<file path="src/rtl/hazard_ctrl.sv">
// hazard_ctrl
//   Hazard controller for the five-stage MIPS pipeline. It shadows the
//   destination register and result readiness (tnew) of the instructions in
//   E, M and W. From that it drives the operand-forwarding mux selects in D,
//   E and M. It also raises the single stall that holds PC and F/D and
//   bubbles E.
//
// Ports
//   clk, reset          rising-edge clock, synchronous active-high reset
//   d_rs, d_rt          D-stage source registers
//   d_rs_tuse/d_rt_tuse cycles after D until operand is consumed (3 = never)
//   d_dst, d_tnew       D-stage destination (0 = none) and result latency
//   d_md_use            D instruction touches the mult/div unit
//   md_start, md_is_div E instruction starts mult (0) / div (1) this cycle
//   stall               hold PC and F/D, bubble into E
//   fwd_d_rs/fwd_d_rt   D compare mux: 0 regfile, 1 E, 2 M, 3 W
//   fwd_e_rs/fwd_e_rt   ALU input mux: 0 D/E latched, 2 M, 3 W
//   fwd_m_rt            store-data mux: 0 E/M latched, 1 W
module hazard_ctrl (
    input  logic       clk,
    input  logic       reset,
    input  logic [4:0] d_rs,
    input  logic [4:0] d_rt,
    input  logic [1:0] d_rs_tuse,
    input  logic [1:0] d_rt_tuse,
    input  logic [4:0] d_dst,
    input  logic [1:0] d_tnew,
    input  logic       d_md_use,
    input  logic       md_start,
    input  logic       md_is_div,
    output logic       stall,
    output logic [1:0] fwd_d_rs,
    output logic [1:0] fwd_d_rt,
    output logic [1:0] fwd_e_rs,
    output logic [1:0] fwd_e_rt,
    output logic       fwd_m_rt
);

    localparam logic [3:0] MULT_CYC = 4'd5;
    localparam logic [3:0] DIV_CYC  = 4'd10;

    logic [4:0] e_rs_q, e_rs_d, e_rt_q, e_rt_d, e_dst_q, e_dst_d;
    logic [1:0] e_tnew_q, e_tnew_d;
    logic [4:0] m_rt_q, m_rt_d, m_dst_q, m_dst_d;
    logic [1:0] m_tnew_q, m_tnew_d;
    logic [4:0] w_dst_q, w_dst_d;
    logic [3:0] md_cnt_q, md_cnt_d;

    // A source conflicts if any in-flight producer of it (E or M) will not
    // have its result ready by the time the operand is consumed.
    function automatic logic src_hazard(input logic [4:0] s, input logic [1:0] tuse);
        return (s != 5'd0) &&
               (((s == e_dst_q) && (e_tnew_q > tuse)) ||
                ((s == m_dst_q) && (m_tnew_q > tuse)));
    endfunction

    // Nearest producer wins. If it is not ready yet, fall back to the
    // regfile/latched value; the stall or a later forward covers it.
    function automatic logic [1:0] sel_d(input logic [4:0] s);
        if (s == 5'd0)     return 2'd0;
        if (s == e_dst_q)  return (e_tnew_q == 2'd0) ? 2'd1 : 2'd0;
        if (s == m_dst_q)  return (m_tnew_q == 2'd0) ? 2'd2 : 2'd0;
        if (s == w_dst_q)  return 2'd3;
        return 2'd0;
    endfunction

    function automatic logic [1:0] sel_e(input logic [4:0] s);
        if (s == 5'd0)     return 2'd0;
        if (s == m_dst_q)  return (m_tnew_q == 2'd0) ? 2'd2 : 2'd0;
        if (s == w_dst_q)  return 2'd3;
        return 2'd0;
    endfunction

    always_comb begin
        stall = src_hazard(d_rs, d_rs_tuse) ||
                src_hazard(d_rt, d_rt_tuse) ||
                (d_md_use && ((md_cnt_q != 4'd0) || md_start));

        fwd_d_rs = sel_d(d_rs);
        fwd_d_rt = sel_d(d_rt);
        fwd_e_rs = sel_e(e_rs_q);
        fwd_e_rt = sel_e(e_rt_q);
        fwd_m_rt = (m_rt_q != 5'd0) && (m_rt_q == w_dst_q);
    end

    always_comb begin
        // Stalled D instruction stays in F/D; E gets an all-zero bubble.
        e_rs_d   = stall ? 5'd0 : d_rs;
        e_rt_d   = stall ? 5'd0 : d_rt;
        e_dst_d  = stall ? 5'd0 : d_dst;
        e_tnew_d = stall ? 2'd0 : d_tnew;

        m_rt_d   = e_rt_q;
        m_dst_d  = e_dst_q;
        m_tnew_d = (e_tnew_q == 2'd0) ? 2'd0 : e_tnew_q - 2'd1;

        w_dst_d  = m_dst_q;

        // md_start comes from E and is accepted even while D is stalled.
        if (md_start)
            md_cnt_d = md_is_div ? DIV_CYC : MULT_CYC;
        else if (md_cnt_q != 4'd0)
            md_cnt_d = md_cnt_q - 4'd1;
        else
            md_cnt_d = 4'd0;
    end

    always_ff @(posedge clk) begin
        if (reset) begin
            e_rs_q   <= 5'd0;
            e_rt_q   <= 5'd0;
            e_dst_q  <= 5'd0;
            e_tnew_q <= 2'd0;
            m_rt_q   <= 5'd0;
            m_dst_q  <= 5'd0;
            m_tnew_q <= 2'd0;
            w_dst_q  <= 5'd0;
            md_cnt_q <= 4'd0;
        end else begin
            e_rs_q   <= e_rs_d;
            e_rt_q   <= e_rt_d;
            e_dst_q  <= e_dst_d;
            e_tnew_q <= e_tnew_d;
            m_rt_q   <= m_rt_d;
            m_dst_q  <= m_dst_d;
            m_tnew_q <= m_tnew_d;
            w_dst_q  <= w_dst_d;
            md_cnt_q <= md_cnt_d;
        end
    end

endmodule

</file>
<file path="config.mk">
export PLATFORM = sky130hd
export DESIGN_NAME = hazard_ctrl
export DESIGN_NICKNAME = d
export VERILOG_FILES = /design/src/rtl/hazard_ctrl.sv
export SDC_FILE = /design/constraint.sdc
export NUM_CORES = 1
export LEC_CHECK = 0
export BUFFER_PORTS_ARGS = -buffer_cell sky130_fd_sc_hd__buf_2
export CAP_MARGIN = 20
export CORE_UTILIZATION = 27
export DETAILED_ROUTE_END_ITERATION = 8
export HOLD_SLACK_MARGIN = 0.05
export PLACE_DENSITY_LB_ADDON = 0.08
export SYNTH_ARGS = -nofsm -noshare
export SYNTH_HDL_FRONTEND = slang
export SYNTH_SLANG_ARGS = --single-unit
</file>
<file path="constraint.sdc">
create_clock -name clk -period 2.35 [get_ports clk]
set_input_delay 0.47 -clock clk [delete_from_list [all_inputs] [get_ports clk]]
set_output_delay 0.47 -clock clk [all_outputs]
set_load 0.02 [all_outputs]
</file>
[Yosys cells after proc, flatten, opt, wreduce, memory -nomap -nowiden]
Cells that the tools add are included.
Word-level totals
  flip-flop bits (word level): 38
  word-level logic and storage cells: 116
  output and inout bits: 10
  bits of input ports: 26
Operators by class
  eq/ne operators: 11
  order comparisons: 4
  reductions and logical operators: 25
  multiplexer cells: 65
  add/sub/neg operators: 2
Operator list (count)
  $mux 2: 29
  $eq 5x5->1: 11
  $mux 1: 33
  $logic_not 5->1: 4
  $reduce_bool 5->1: 3
  $mux 4: 3
  $gt 2x2->1: 4
  $logic_and 1x1->1: 8
  $logic_or 1x1->1: 5
  $logic_not 2->1: 2
  $reduce_bool 4->1: 1
  $reduce_or 2->1: 2
  $sub 4x1->4 const B: 1
  $sub 2x1->2 const B: 1

[Logic depth before layout (Yosys ltp)]
  word-level depth: 12
  mapped depth: 8
  mapped depth without buffers: 7

[Least setup slack after synthesis]
OpenSTA, ideal clock, no wires.
  path type: reg2out
  start: register w_dst_q[3]
  end: output fwd_e_rs[1]
  stages on the path, launching flop included: 7
  arrival: 1895 ps
  path slack: -15 ps
  required time: 1880 ps
  buffers on the path: 1
  cell sequence: dfxtp_1 clkbuf_1 xor2_1 nor3_1 o21ai_0 nor4_1 nand2b_1
On the way
  word-level cells in the longest chain between the ends: 7
  elaborated cells on any way between the ends: 8
  classes of those cells: eq/ne: 1; mux: 7
Ends and longest elaborated chain
  start: declaration: line 46  | logic [4:0] w_dst_q, w_dst_d;
  start signal: assignment: line 127  | w_dst_q <= w_dst_d;
  $eq 5x5->1 (*): line 70  | if (s == w_dst_q) return 2'd3;
  $mux 1 (2 in a row): line 70
  $mux 1: line 69  | if (s == m_dst_q) return (m_tnew_q == 2'd0) ? 2'd2 : 2'd0;
  $mux 2 (*): line 71  | return 2'd0;
  $mux 2 (*): line 70
  $mux 2 (*): line 69
  end: declaration: line 34  | output logic [1:0] fwd_e_rs,
Mark *: on every way between the ends. The rest lies on a longest branch, timed or not. The select of a mux whose other input is x is not followed.

[Worst setup path in the final report]
  start: input d_rs[1]
  end: output stall
On the way
  word-level cells in the longest chain between the ends: 6
  elaborated cells on any way between the ends: 9
  classes of those cells: eq/ne: 2; reduce/logical: 7
Ends and longest elaborated chain
  start: declaration: line 22  | input logic [4:0] d_rs,
  $eq 5x5->1 (on tied branches): line 53, 54
  $logic_and 1x1->1 (on tied branches): line 53, 54
  $logic_or 1x1->1: line 53  | (((s == e_dst_q) && (e_tnew_q > tuse)) ||
  $logic_and 1x1->1 (*): line 52  | return (s != 5'd0) &&
  $logic_or 1x1->1 (*): line 75  | stall = src_hazard(d_rs, d_rs_tuse) ||
  $logic_or 1x1->1 (*): line 76  | src_hazard(d_rt, d_rt_tuse) ||
  end: declaration: line 31  | output logic stall,
Mark *: on every way between the ends. The rest lies on a longest branch, timed or not.

==> flow_metrics.env <==
export IMPL_crit_path_end_kind="output port"
export IMPL_synth_area_um2=2326
export IMPL_worstMarginPinSlew_ns=0.5552
export IMPL_yosys_warnings=0
export IMPL_cts_root_buf="clkbuf_8"
export IMPL_syn_nets=280
export IMPL_first_pass_iters=4
export IMPL_dpl_cell_area_um2=2694
export IMPL_via_count=1802
export IMPL_gr_usage_all_layers=0.1380
export IMPL_slew_headroom=0.6285
export IMPL_synth_flop_cell="dfxtp_1"
export IMPL_pre_cts_ws_ns=-0.1586
export IMPL_start_util=0.2817
export IMPL_path_clk_slew_ns=0.08
export IMPL_synth_top_area_frac=0.3271
export IMPL_final_hold_viol_count=0
export IMPL_total_leakage_power_nw=1.317
export IMPL_finalWorstSetupSlack_ns=0.007111
export IMPL_dieWidth_um=94.82
export IMPL_rows=33
export IMPL_finalCritPeriodShare=0.9970
export IMPL_synth_top_area_cell="dfxtp_1"
export IMPL_synthTopCellsByArea="dfxtp_1 (33%), xor2_1 (12%), xnor2_1 (8.3%)"
export IMPL_crit_fanout=4
export IMPL_min_from="md_is_div"
export IMPL_post_route_util=0.3524
export IMPL_cts_buffer_depth=2
export IMPL_rrSetupSlack_ns=0.50
export IMPL_hold_end="md_cnt_q[2]"
export IMPL_core_area_um2=8258
export IMPL_hold_path_class="input pin to flip-flop"
export IMPL_cts_tree="built"
export IMPL_finalSetupViolCount=0
export IMPL_port_buffer_count=35
export IMPL_power_total_mw=1.647
export IMPL_cts_buffers_inserted=5
export IMPL_die_area_um2=8990
export IMPL_cts_htree_levels=2
export IMPL_whs_path_depth=2
export IMPL_finalInstanceArea_um2=2910
export IMPL_critPathArrivalTime_ns=1.87
export IMPL_die_y_um=94.82
export IMPL_rsz0062_at_grt="yes"
export IMPL_synth_commonest_cells="dfxtp_1 (38), xor2_1 (32), xnor2_1 (22), nor2b_1 (18), inv_1 (16)"
export IMPL_use_met3=0.02657
export IMPL_place_congestion=0.7451
export IMPL_vdd_drop_max_mv=0.2282
export IMPL_cp_start_kind="input pin"
export IMPL_yosysMostFrequentCell="dfxtp_1"
export IMPL_report_final_slew_viol_count=0
export IMPL_synth_seq_cells=38
export IMPL_fmax_mhz=426.8
export IMPL_totalWireLength_um=5699
export IMPL_cap_violations=0
export IMPL_worstSkewPairLatency_ns=0.29
export IMPL_drt_iter0_drc=34
export IMPL_required_ns=1.88
export IMPL_wl_per_cell_um=14.32
export IMPL_ctsHoldBuffers=0
export IMPL_synth_cells=245
export IMPL_globalRoute_totalOverflow=0
export IMPL_cellPowerDensity_nw_per_um2=566.0
export IMPL_crit_top_cell="buf_6"
export IMPL_grt_most_used_layer="met2"
export IMPL_dp_hpwl_um=4433
export IMPL_antenna_found_initial=0
export IMPL_use_met2=0.2218
export IMPL_critPathMaxStageDelay_ns=0.53
export IMPL_grt_max_degree=24
export IMPL_status="finished, final reports clean"
export IMPL_synthesis_area_per_instance_um2=9.494
export IMPL_ios=36
export IMPL_worstPathCellList="buf_6 > or4_4 > nor2_4 > nand4b_4 > o311ai_4 > or2_4 > buf_6"
export IMPL_grt_pass1_vias=1786
export IMPL_r2r_end="e_rt_q[1]"
export IMPL_rr_worst_depth=5
export IMPL_drive_gt1_frac=0.3447
export IMPL_ant_nets=0
export IMPL_fin_skew_ns=0.004143
export IMPL_area_growth_pct=25.12
export IMPL_clock_sinks=38
export IMPL_synth_edff_count=0
export IMPL_async_reset_ff_frac=0
export IMPL_yosysUniqueCellTypes=40
export IMPL_crit_slowest_cell="or4_4"
export IMPL_drcViolationCount=0
export IMPL_fin_crit_ns=2.343
export IMPL_grt_pass1_wl_um=9232
export IMPL_diodes=0
export IMPL_worstReg2RegStart="md_cnt_q[1]"
export IMPL_grt_use_met1=0.1872
export IMPL_avgViaCountPerCell=4.528
export IMPL_seq_area_frac_synth=0.3271
export IMPL_critPathKind="input pin to output port"
export IMPL_fin_nets=327
-- power breakdown --
| part | switching [mW] | internal [mW] |
|---|---|---|
| combinational | 0.201 | 0.182 |
| clock | 0.233 | 0.312 |
| sequential | 0.0417 | 0.678 |
| total | 0.475 | 1.17 |
-- routing by layer --
metal	wire length [µm]	vias up	share of wire
met1	2888	840	0.51
met5	0	-	0
met2	2564	29	0.45
met4	62	0	0.011
met3	183	5	0.032
li1	-	928	-
-- cells in the final DEF, fill, tap and decap left out, types with 4 or more instances in the layout --
master | synthesis | final
a21oi_1 | 7 | 7
buf_2 | 0 | 33
buf_4 | 0 | 20
clkbuf_8 | 2 | 5
dfxtp_1 | 38 | 30
dfxtp_2 | 0 | 8
ha_1 | 9 | 9
inv_1 | 16 | 16
nand2_1 | 5 | 5
nand3_1 | 6 | 5
nor2_1 | 5 | 5
nor2b_1 | 18 | 18
nor3_1 | 13 | 11
nor4_2 | 7 | 10
nor4b_1 | 7 | 7
o21ai_0 | 5 | 4
xnor2_1 | 22 | 22
xor2_1 | 32 | 32
-- cell families after synthesis --
logic type / count (synthesis) / share of synthesized area
adder cells (fa/ha/maj): 9 / 0.04841
flip-flops: 38 / 0.3271
buffers and inverters: 32 / 0.06617
multiplexers: 2 / 0.008607
AO/OA/AOI/OAI: 24 / 0.08499
XOR/XNOR: 54 / 0.2033
AND/OR/NAND/NOR: 86 / 0.2614
-- worst max-delay path, delay by kind of cell --
kind	cells	cell delay (ns)
buffers and inverters	2	0.22
and+or+nand+nor	4	1.08
AOI/OAI and AO/OA	1	0.10
-- metrics by stage --
| stage | std cells | hold slack [ns] | TNS (ns) |
|---|---|---|---|
| after global placement | 388 | 0.4334 | -0.1729 |
| after CTS | 398 | 0.3810 | -0.02003 |
| after floorplan | 245 | 0.3975 | 0 |
| after global routing | 398 | 0.3965 | -0.03478 |
| final | 398 | 0.3879 | 0 |
| after detailed placement | 388 | 0.4375 | -0.1586 |
-- cell type report --
cell class | instances | area, µm²
flip-flops and latches | 38 | 770.7
clock buffers | 5 | 68.82
inverters | 16 | 60.06
repair buffers | 56 | 357.8
clock inverters | 3 | 40.04
well taps | 105 | 131.4
multi-input cells | 175 | 1481
fillers | 894 | 5348
-- how the worst max path moves through the flow --
stage | cells after the start | from | endpoint
floorplan | 5 | d_rs[2] | stall
global placement | 7 | d_rs[2] | stall
finish | 7 | d_rs[1] | stall
detailed placement | 7 | d_rt[1] | stall
CTS | 7 | d_rs[1] | stall
global route | 5 | md_cnt_q[1] | stall
-- registers in the layout (all words and copies together) (netlist names) --
signal    count
m_tnew_q      2
w_dst_q       5
m_rt_q        5
e_dst_q       5
md_cnt_q      4
e_rs_q        5
e_tnew_q      2
m_dst_q       5
e_rt_q        5
-- what timing repair did --
item	CTS	global route
buffers inserted	2	0
setup endpoints to repair	5	7
resized for setup	11	12
pin swaps	7	2
gates cloned	0	0
(Power assumes the default switching activity.)
